## src/rtl/phoenix_dl_ctrl.sv

```systemverilog
// ROM download sequencer for the Phoenix core: decodes ioctl bytes into ROM/PROM
// write strobes, validates the image size and sequences the core reset.
module phoenix_dl_ctrl #(
    parameter int unsigned RESET_HOLD = 16,
    parameter logic [15:0] IMAGE_SIZE = 16'h6200
) (
    input  logic        clk,
    input  logic        reset,
    input  logic        dl_active,
    input  logic        dl_wr,
    input  logic [24:0] dl_addr,
    input  logic [7:0]  dl_data,
    input  logic        soft_reset,
    output logic [13:0] wr_addr,
    output logic [7:0]  wr_data,
    output logic        wr_prog,
    output logic        wr_char_fg,
    output logic        wr_char_bg,
    output logic        wr_prom_lo,
    output logic        wr_prom_hi,
    output logic        core_reset,
    output logic        rom_ready,
    output logic        err_size,
    output logic        err_overflow
);

    typedef enum logic [1:0] {StEmpty, StLoading, StHold, StRun} state_e;

    localparam logic [15:0] HoldLoad = 16'(RESET_HOLD - 1);

    state_e      state_q, state_d;
    logic        dl_wr_q;
    logic [14:0] count_q, count_d;
    logic [15:0] hold_q, hold_d;
    logic        err_size_q, err_size_d;
    logic        err_overflow_q, err_overflow_d;
    logic [13:0] wr_addr_q, wr_addr_d;
    logic [7:0]  wr_data_q, wr_data_d;
    logic [4:0]  strobe_q, strobe_d;  // {prom_hi, prom_lo, char_bg, char_fg, prog}
    logic        core_reset_q, rom_ready_q;
    logic        accept, overflow;

    assign accept   = dl_active & dl_wr & ~dl_wr_q;
    assign overflow = (dl_addr[24:15] != '0) || (dl_addr[14:0] >= 15'h6200);

    always_comb begin
        state_d        = state_q;
        count_d        = count_q;
        hold_d         = hold_q;
        err_size_d     = err_size_q;
        err_overflow_d = err_overflow_q;
        wr_addr_d      = wr_addr_q;
        wr_data_d      = wr_data_q;
        strobe_d       = '0;

        unique case (state_q)
            StEmpty: ;
            StLoading: begin
                if (!dl_active) begin
                    if ({1'b0, count_q} == IMAGE_SIZE) begin
                        state_d = StHold;
                        hold_d  = HoldLoad;
                    end else begin
                        state_d    = StEmpty;
                        err_size_d = 1'b1;
                    end
                end
            end
            StHold: begin
                if (soft_reset) begin
                    hold_d = HoldLoad;
                end else if (hold_q == '0) begin
                    state_d = StRun;
                end else begin
                    hold_d = hold_q - 16'd1;
                end
            end
            StRun: begin
                if (soft_reset) begin
                    state_d = StHold;
                    hold_d  = HoldLoad;
                end
            end
            default: state_d = StEmpty;
        endcase

        // A new download overrides every state; entering LOADING starts a fresh image.
        if (dl_active) begin
            state_d = StLoading;
            if (state_q != StLoading) begin
                count_d        = '0;
                err_size_d     = 1'b0;
                err_overflow_d = 1'b0;
            end
        end

        if (accept) begin
            if (overflow) begin
                err_overflow_d = 1'b1;
            end else begin
                if (count_d != 15'h7FFF) count_d = count_d + 15'd1;
                wr_data_d = dl_data;
                unique casez (dl_addr[14:8])
                    7'b0??_????: begin strobe_d[0] = 1'b1; wr_addr_d = dl_addr[13:0];          end
                    7'b100_????: begin strobe_d[1] = 1'b1; wr_addr_d = {2'b00, dl_addr[11:0]}; end
                    7'b101_????: begin strobe_d[2] = 1'b1; wr_addr_d = {2'b00, dl_addr[11:0]}; end
                    7'b110_0000: begin strobe_d[3] = 1'b1; wr_addr_d = {6'd0, dl_addr[7:0]};   end
                    7'b110_0001: begin strobe_d[4] = 1'b1; wr_addr_d = {6'd0, dl_addr[7:0]};   end
                    default: ;
                endcase
            end
        end
    end

    always_ff @(posedge clk or posedge reset) begin
        if (reset) begin
            state_q        <= StEmpty;
            dl_wr_q        <= 1'b0;
            count_q        <= '0;
            hold_q         <= '0;
            err_size_q     <= 1'b0;
            err_overflow_q <= 1'b0;
            wr_addr_q      <= '0;
            wr_data_q      <= '0;
            strobe_q       <= '0;
            core_reset_q   <= 1'b1;
            rom_ready_q    <= 1'b0;
        end else begin
            state_q        <= state_d;
            dl_wr_q        <= dl_wr;
            count_q        <= count_d;
            hold_q         <= hold_d;
            err_size_q     <= err_size_d;
            err_overflow_q <= err_overflow_d;
            wr_addr_q      <= wr_addr_d;
            wr_data_q      <= wr_data_d;
            strobe_q       <= strobe_d;
            core_reset_q   <= (state_d != StRun);
            rom_ready_q    <= (state_d == StHold) || (state_d == StRun);
        end
    end

    assign wr_addr      = wr_addr_q;
    assign wr_data      = wr_data_q;
    assign wr_prog      = strobe_q[0];
    assign wr_char_fg   = strobe_q[1];
    assign wr_char_bg   = strobe_q[2];
    assign wr_prom_lo   = strobe_q[3];
    assign wr_prom_hi   = strobe_q[4];
    assign core_reset   = core_reset_q;
    assign rom_ready    = rom_ready_q;
    assign err_size     = err_size_q;
    assign err_overflow = err_overflow_q;

endmodule

```

## config.mk

```make
export PLATFORM = sky130hd
export DESIGN_NAME = phoenix_dl_ctrl
export DESIGN_NICKNAME = d
export VERILOG_FILES = /design/src/rtl/phoenix_dl_ctrl.sv
export SDC_FILE = /design/constraint.sdc
export NUM_CORES = 1
export LEC_CHECK = 0
export CORE_MARGIN = 2
export CORE_UTILIZATION = 45
export CTS_BUF_LIST = sky130_fd_sc_hd__clkbuf_4 sky130_fd_sc_hd__clkbuf_8
export DETAILED_ROUTE_END_ITERATION = 12
export PLACE_DENSITY = 0.72
export SLEW_MARGIN = 10
export SYNTH_ARGS = -nofsm -noshare
export SYNTH_HDL_FRONTEND = slang
export SYNTH_SLANG_ARGS = --single-unit
```

## constraint.sdc

```tcl
create_clock -name clk -period 3.2 [get_ports clk]
set_clock_uncertainty 0.1 [all_clocks]
set_input_delay 0.64 -clock clk [delete_from_list [all_inputs] [get_ports clk]]
set_output_delay 0.64 -clock clk [all_outputs]
set_load 0.01 [all_outputs]
```

======== Word-level counts from Yosys, hierarchy flattened ========
Cells that the tools add are included.
storage, ports and cells
  flip-flop bits (word level) ............. 65
  logic and storage cells ................. 81
  input bits .............................. 38
  output and inout bits ................... 31
operators by class
  equal/unequal tests ..................... 17
  muxes and demuxes ....................... 34
  reduce and logical (&&, ||, !) cells .... 11
  magnitude comparators ................... 1
  add/sub/neg operators ................... 2
  bitwise operators ....................... 5
operator list
  kind                   count
  $mux 16                5
  $mux 15                5
  $pmux 16 s3            1
  $pmux 14 s3            1
  $logic_not 16->1       1
  $sub 16x1->16 const B  1
  $add 15x1->15 const B  1
  $eq 15x15->1 const B   1
  $ge 15x15->1 const B   1
  $ne 15x15->1 const B   1
  $eq 7x7->1 const B     2
  $mux 1                 14
  $mux 2                 5
  $mux 5                 2
  $reduce_bool 10->1     1
  $eq 2x2->1 const B     4
  $ne 2x2->1 const B     4
  $eq 3x3->1 const B     2
  $pmux 2 s3             1
  $reduce_bool 3->1      2
  $reduce_and 5->1       1
  $reduce_or 2->1        2
  $ne 3x3->1 const B     1
  $not 1->1              3
  6 further kinds        8

======== Depth between registers and ports, before layout ========
Gate-level depths: netlist of run 1.
  depth after elaboration ................. 7
  gate-level depth with buffers ........... 10
  depth with buffers taken out ............ 9

======== Worst setup path after synthesis of run 1 ========
OpenSTA, ideal clock, no wires.
  kind .................................... input-to-reg
  start ................................... input dl_active
  end ..................................... register count_q[1]
  stages .................................. 9
  data required time ...................... 2975 ps
  data arrival time ....................... 2746 ps
  setup slack ............................. 229 ps
  setup time .............................. 125 ps
  path buffers ............................ 2
  path through ............................ clkbuf_1 -> nand2_1 -> and2_1 -> ha_1 -> nand2_1 -> a2111oi_0 -> a211o_1 -> buf_2 -> mux2_2
on the way
  word-level cells in the longest chain between the ends .. 5
  elaborated cells on any way between the ends .. 8
  those cells by class .................... add/sub: 1; eq/ne: 1; mux: 4; bitwise: 2
RTL lines
  what                                                  RTL line  source
  start: declaration                                    9         input logic dl_active,
  $mux 15                                               88        if (dl_active) begin
  $add 15x1->15 / $ne 15x15->1 (equally long branches)  101       if (count_d != 15'h7FFF) count_d = count_d + 15'd1;
  $mux 15                                               101
  $mux 15                                               98        if (overflow) begin
  $mux 15 *                                             97        if (accept) begin
  via count_d[1]                                        33        logic [14:0] count_q, count_d;
  end signal: assignment                                131       count_q <= count_d;
  end: declaration                                      33
Mark *: on every way through the listed nets, which the timed path passes. The rest lies on a longest branch.
A chain may end at the register's enable or synchronous reset.

======== Final worst setup path of run 1 ========
  start ................................... register state_q[1]
  end ..................................... register count_q[5]
on the way
  word-level cells in the longest chain between the ends .. 7
  elaborated cells on any way between the ends .. 8
  those cells by class .................... add/sub: 1; eq/ne: 2; mux: 5
RTL lines
  what                                                  RTL line  source
  start: declaration                                    31        state_e state_q, state_d;
  start signal: assignment                              117       state_q <= StEmpty;
  start signal: assignment                              129       state_q <= state_d;
  $ne 2x1->1 *                                          90        if (state_q != StLoading) begin
  $mux 15 *                                             90
  $mux 15 *                                             88
  $add 15x1->15 / $ne 15x15->1 (equally long branches)  101
  $mux 15                                               101
  $mux 15                                               98
  $mux 15 *                                             97
  via count_d[5]                                        33
Marked as above.

==> run_results.csv, run 1 <==
group,metric,value,unit
run_status,status,"completed",
power,p_leak,1.86,nW
synthesis,synth_warnings,0,
layout,fin_nets,459,
global_route,grt_max_degree,31,
synthesis,synth-async-reset-ratio,100,%
drt,wire_per_inst,15.5,microns
layout,num_antenna_cells,0,
clocking,root_buffer,"clkbuf_8",
drt,dr.pass1.iters,4,
power,combPwrFrac,7.1,%
synthesis,syn_area,3190,sq um
placed_design,io_buffers,68,
placed_design,post-place-ws,0.0587,ns
worst_setup_path,cp_max_fo,11,
worst_setup_path,crit_type,"flip-flop to flip-flop",
power,peakVddDrop,0.236,mV
clocking,post_cts_buffers,0,
placed_design,dpl.hpwl,5770,microns
floorplanning,start_util,46.7,%
timing,slew_violations,0,
global_route,grt_pass1_vias,2787,
global_route,grt_util_met3,5.94,%
global_route,grt_usage,22.3,%
worst_setup_path,end_kind,"flip-flop",
timing,setup_ws,0.385,ns
worst_setup_path,worstPathRequired,3.33,ns
timing,max_slew_margin,46.9,%
synthesis,postSynthCellCount,336,
synthesis,ys_types,51,
layout,syn_to_final_growth,34.1,%
floorplanning,core,6830,sq um
job,drv_cap,0,
timing,worst_slew_pin_slew,0.797,ns
synthesis,synth_flop_cell,"dfrtp_1",
clocking,cts_hold_buf,0,
timing,post-route-period-util,88.0,%
synthesis,synth_nets,377,
clocking,clkLatencyLatePin,0.34,ns
drt,ant_nets,0,
worst_setup_path,worstSetupStartpointType,"flip-flop",
global_route,grt_pass1_wl,13200,microns
floorplanning,rows,30,
floorplanning,io_pins,69,
power,swShare,21.7,%
power,clockPowerShare,45.5,%
global_route,antenna_found_initial,0,
synthesis,yosysSeqAreaShare,51.0,%
synthesis,avgSynthCellArea,9.49,sq um
drt,first_iter_violations,186,
worst_setup_path,r2r-end,"count_q[5]",
drt,viasPerCell,5.47,
floorplanning,die_x,88.2,microns
drt,drt_wl_total,8020,microns
layout,drive_gt1_share,9.69,%
timing,setup_violations,0,
timing,hold_viol,0,
timing,fmax,355,MHz
clocking,htreeDepth,3,
power,power_frac_seq,47.4,%
worst_setup_path,worstPathArrival,2.94,ns
drt,via_count,2837,
worst_setup_path,reg2regPathDepth,11,
timing,fin_crit,2.82,ns
timing,rsz0062_at_grt,"no",
floorplanning,die_h,88.2,microns
clocking,tritoncts,"yes",
worst_setup_path,r2r_start,"state_q[1]",
clocking,cts.path.max_buffers,2,
worst_hold_path,hp-class,"flip-flop to flip-flop",
worst_setup_path,regToRegSetupSlack,0.38,ns
global_route,grt_overflow,0,
clocking,cts_buffers,9,
drt,route.detailed.drc,0,
worst_setup_path,crit_path_start,"state_q[1]",
global_route,gr-usage-met2,35.3,%
global_route,grtUsageMet1,29.7,%
power,p_per_area,417,nW/um^2
power,internal-power,1.40,mW
synthesis,ys_ff_latch,65,
clocking,cts_resized,0,
clocking,clock-sinks,65,
global_route,busiest_layer,"met2",
synthesis,synth-edff-count,0,
placed_design,place.gp.congestion,0.899,
timing,fin_tns_setup,0,ns
power,power_switching,0.387,mW
clocking,path_clk_slew,0.07,ns
floorplanning,dieArea,7780,sq um
worst_setup_path,endpoint,"count_q[5]",
[logic make-up after synthesis]
kind of cell,count (synthesis),share of synthesized area (%)
and+or+nand+nor,174,28.8
adders and majority gates,3,1.18
DFF,65,51.0
buffers and inverters,19,2.63
AOI/OAI and AO/OA,71,15.1
xor gates and xnor gates,3,0.824
muxes,1,0.353
[layout by cell type, fill, tap and decap left out, types with 3 or more instances in the layout]
cell type,instances
a21oi_1,20
a31oi_1,6
and2_1,3
and4_1,3
buf_4,14
clkbuf_8,11
clkdlybuf4s50_1,68
dfrtp_1,64
ha_1,3
inv_1,7
nand2_1,78
nand2b_1,9
nand3_1,10
nand4_1,5
nor2_1,16
nor3_1,3
nor4_1,9
o211ai_1,4
o21a_1,3
o21ai_0,11
o31ai_1,10
or3_1,5
or4_1,16
or4_4,3
[final cells by class]
cell class | count | area (sq um)
tap | 96 | 120
multi-input combinational | 252 | 1480
clock buffer | 13 | 166
clock inverter | 3 | 65.1
inverter | 8 | 30.0
sequential | 65 | 1630
timing repair buffer | 82 | 786
fill | 585 | 2550
[worst min path at each step]
stage	from	end	slack, ns	cells past startpoint
floorplan	count_q[14]	count_q[14]	0.38	2
global placement	wr_addr[10]	wr_addr[10]	0.35	2
detailed placement	wr_data[1]	wr_data[1]	0.35	2
CTS	wr_data[1]	wr_data[1]	0.37	2
global route	wr_addr[6]	wr_addr[6]	0.39	2
finish	wr_data[1]	wr_data[1]	0.37	2
[synth_stat cells, drive strengths merged, types with 3 or more instances]
cell type | n | share of area, %
clkbuf | 6 | 0.71
or3 | 5 | 0.98
a21oi | 20 | 3.1
dfrtp | 64 | 50
buf | 5 | 0.98
o21a | 3 | 0.71
nand3 | 10 | 1.6
nor4 | 10 | 2.4
ha | 3 | 1.2
and2 | 3 | 0.59
and4 | 3 | 0.82
a31oi | 6 | 1.2
o211ai | 4 | 0.94
or4 | 19 | 4.8
o31ai | 10 | 2.4
nand2 | 78 | 9.2
nor2 | 16 | 1.9
nand4 | 5 | 0.98
nand2b | 9 | 1.8
inv | 8 | 0.94
o21ai | 11 | 1.7
nor3 | 4 | 0.63
[per-stage QoR]
stage	instances	hold WS [ns]	cell area [sq um]	total power, mW	utilization [%]
6_report	519	0.367	4280	1.79	62.6
5_1_grt	519	0.394	4280	1.86	62.6
4_1_cts	519	0.370	4280	1.80	62.6
3_5_place_dp	503	0.354	4050	0.988	59.2
3_3_place_gp	503	0.349	4050	0.986	59.2
2_1_floorplan	336	0.377	3190	0.907	-
[sequential cells by signal, summed over array words and instances, names as in the netlist]
signal	count
wr_data	8
core_reset	1
strobe_q	5
dl_wr_q	1
wr_addr	14
rom_ready	1
err_size	1
state_q	2
err_overflow	1
count_q	15
hold_q	16
[worst max-delay path, cell delays in order, from the launching register on]
cell and delay, ns:
dfrtp_1 0.44, nand2b_1 0.24, nand2_1 0.13, and2_1 0.17, ha_1 0.21, nand2_1 0.08
a2111oi_0 0.38, buf_4 0.19, a211o_1 0.36, buf_4 0.20, nor4_1 0.04, o21a_1 0.17
[layer usage]
layer	vias to the layer above	share of wire (%)
met1	1364	45
met3	12	4.0
met5	-	0
met2	62	49
met4	0	1.6
li1	1399	-
[power groups by stage]
stage / Sequential (mW) / Clock, mW / Combinational (mW)
after floorplan: 0.860 / 0 / 0.0466
after global placement: 0.861 / 0 / 0.125
after detailed placement: 0.861 / 0 / 0.127
after CTS: 0.846 / 0.824 / 0.128
after global routing: 0.848 / 0.873 / 0.140
final: 0.847 / 0.813 / 0.126
No activity file was read; power rests on OpenSTA's default activity.
==> run 2: changes to the inputs <==
Settings changed: TNS_END_PERCENT set to 5.
==> results of run 2 <==
Final layout, timing and power as in run 1 (identical DEF).
==> run 3: changes to the inputs <==
Settings changed: CORE_MARGIN 2 to not set.
==> run 3 against run 2 <==
  * Core utilization down 0.055 points
  * Power down 1.9%
  * Final cell count down 0.39%
  * Sequential power about the same
  * Largest cell class unchanged
  * Largest power group unchanged
==> run_results.csv, run 3 (same netlist as run 1, synthesis figures left out) <==
group,metric,value,unit
placed_design,io_buffers,68,
global_route,grt_overflow,0,
worst_setup_path,worstPathRequired,3.33,ns
global_route,grt_pass1_vias,2702,
worst_setup_path,cp_max_fo,9,
power,p_per_area,410,nW/um^2
worst_setup_path,crit_top_cell,"nand2_1",
worst_setup_path,worstSetupStartpointType,"flip-flop",
layout,final_cell_mix,"nand2_1 (78), clkdlybuf4s50_1 (68), dfrtp_1 (64), a21oi_1 (20)",
timing,rsz0062_at_grt,"no",
layout,drive_gt1_share,9.50,%
power,peakVddDrop,0.221,mV
layout,final_common_cell,"nand2_1",
placed_design,place.gp.congestion,0.842,
global_route,grt_max_degree,54,
clocking,root_buffer,"clkbuf_8",
clocking,clkLatencyLatePin,0.34,ns
worst_setup_path,cp_cell_sequence,"nand2b_1 > nand2_1 > and2_1 > ha_1 > nand2_1 > a2111oi_2 > a211o_1 > buf_4 > nor4_1 > o21a_1",
floorplanning,core,6830,sq um
global_route,grt_pass1_wl,12700,microns
timing,post-route-period-util,86.6,%
drt,route.detailed.drc,0,
timing,fin_tns_setup,0,ns
layout,fin_nets,457,
worst_setup_path,crit_slowest_cell,"dfrtp_1",
worst_setup_path,regToRegSetupSlack,0.43,ns
worst_setup_path,end_kind,"flip-flop",
drt,drt_wl_total,7590,microns
clocking,clock-sinks,65,
worst_setup_path,worstPathArrival,2.90,ns
clocking,path_clk_slew,0.07,ns
global_route,busiest_layer,"met2",
timing,max_slew_margin,45.6,%
timing,hold_viol,0,
timing,worst_slew_pin_slew,0.816,ns
drt,dr.pass1.iters,5,
timing,fin_crit,2.77,ns
global_route,grtUsageMet1,28.1,%
clocking,cts_hold_buf,0,
run_status,status,"completed",
floorplanning,rows,30,
placed_design,placed_cells,501,
layout,largest-register,"hold_q",
floorplanning,dieArea,7430,sq um
global_route,grt_util_met3,4.00,%
timing,fmax,361,MHz
drt,first_iter_violations,104,
clocking,cts.path.max_buffers,2,
worst_setup_path,crit_family,"compound AO/OA/AOI/OAI gates",
global_route,grt_usage,21.7,%
drt,wire_per_inst,14.7,microns
worst_setup_path,crit_type,"flip-flop to flip-flop",
drt,ant_nets,0,
layout,finalNonFillerCells,517,
placed_design,dpl.hpwl,5490,microns
drt,viasPerCell,5.54,
floorplanning,start_util,46.7,%
floorplanning,die_x,86.2,microns
layout,syn_to_final_growth,34.0,%
global_route,antenna_found_initial,0,
worst_setup_path,critPathMaxStageDelay,0.44,ns
clocking,tritoncts,"yes",
timing,setup_violations,0,
floorplanning,io_pins,69,
layout,num_antenna_cells,0,
global_route,gr-usage-met2,36.4,%
power,p_leak,1.85,nW
drt,via_count,2865,
worst_hold_path,hp-class,"flip-flop to flip-flop",
timing,slew_violations,0,
layout,largest_reg_flops,16,
job,drv_cap,0,
floorplanning,die_h,86.2,microns
timing,holdWs,0.364,ns
worst_setup_path,path_buf_inv,1,
clocking,cts_buffers,9,
clocking,htreeDepth,3,
## run 3: tightest hold or removal path, delay by kind of cell, from the launching register on
kind	cells	cell delay, ns
DFF	1	0.34
and+or+nand+nor	2	0.10
## run 3: metrics by stage
stage / cell area [sq um] / util, % / total power [mW] / setup slack, ns
6_report: 4270 / 62.6 / 1.75 / 0.430
5_1_grt: 4270 / 62.6 / 1.82 / 0.126
4_1_cts: 4270 / 62.5 / 1.77 / 0.217
3_5_place_dp: 4040 / 59.2 / 0.989 / -0.106
3_3_place_gp: 4040 / 59.2 / 0.986 / 0.0246
2_1_floorplan: 3190 / - / 0.907 / 0.229
## run 3: layer usage
metal,vias to the layer above,wire [microns]
li1,1391,-
met1,1399,3390
met2,66,3820
met3,9,290
met4,0,92
met5,-,0
## run 3: timing repair
| action | CTS | global route |
|---|---|---|
| endpoints found under the setup margin | 0 | 8 |
| gates resized for setup | 0 | 2 |
| setup buffers | 0 | 0 |
## run 3: final cells by class
type | instances | area [sq um]
multi-input cells | 252 | 1490
well taps | 96 | 120
fillers | 609 | 2560
inverters | 8 | 30.0
flip-flops and latches | 65 | 1630
clock buffers | 11 | 145
clock inverters | 5 | 78.8
repair buffers | 80 | 783
## run 3: worst paths after layout
kind,startpoint,end,cells past startpoint
hold reg to reg,wr_addr[6],wr_addr[6],2
min in group asynchronous,reset,hold_q[15],2
hold / removal,wr_addr[6],wr_addr[6],2
setup reg to reg,state_q[1],count_q[5],10
setup / recovery,state_q[1],count_q[5],10
max in group asynchronous,reset,core_reset,3
## run 3: where the power goes
| part | switching, mW | total (mW) | leakage [nW] | internal (mW) |
|---|---|---|---|---|
| Clock | 0.311 | 0.778 | 0.117 | 0.467 |
| Sequential | 0.0128 | 0.846 | 0.881 | 0.833 |
| Combinational | 0.0579 | 0.126 | 0.856 | 0.0686 |
| Total | 0.382 | 1.75 | 1.85 | 1.37 |
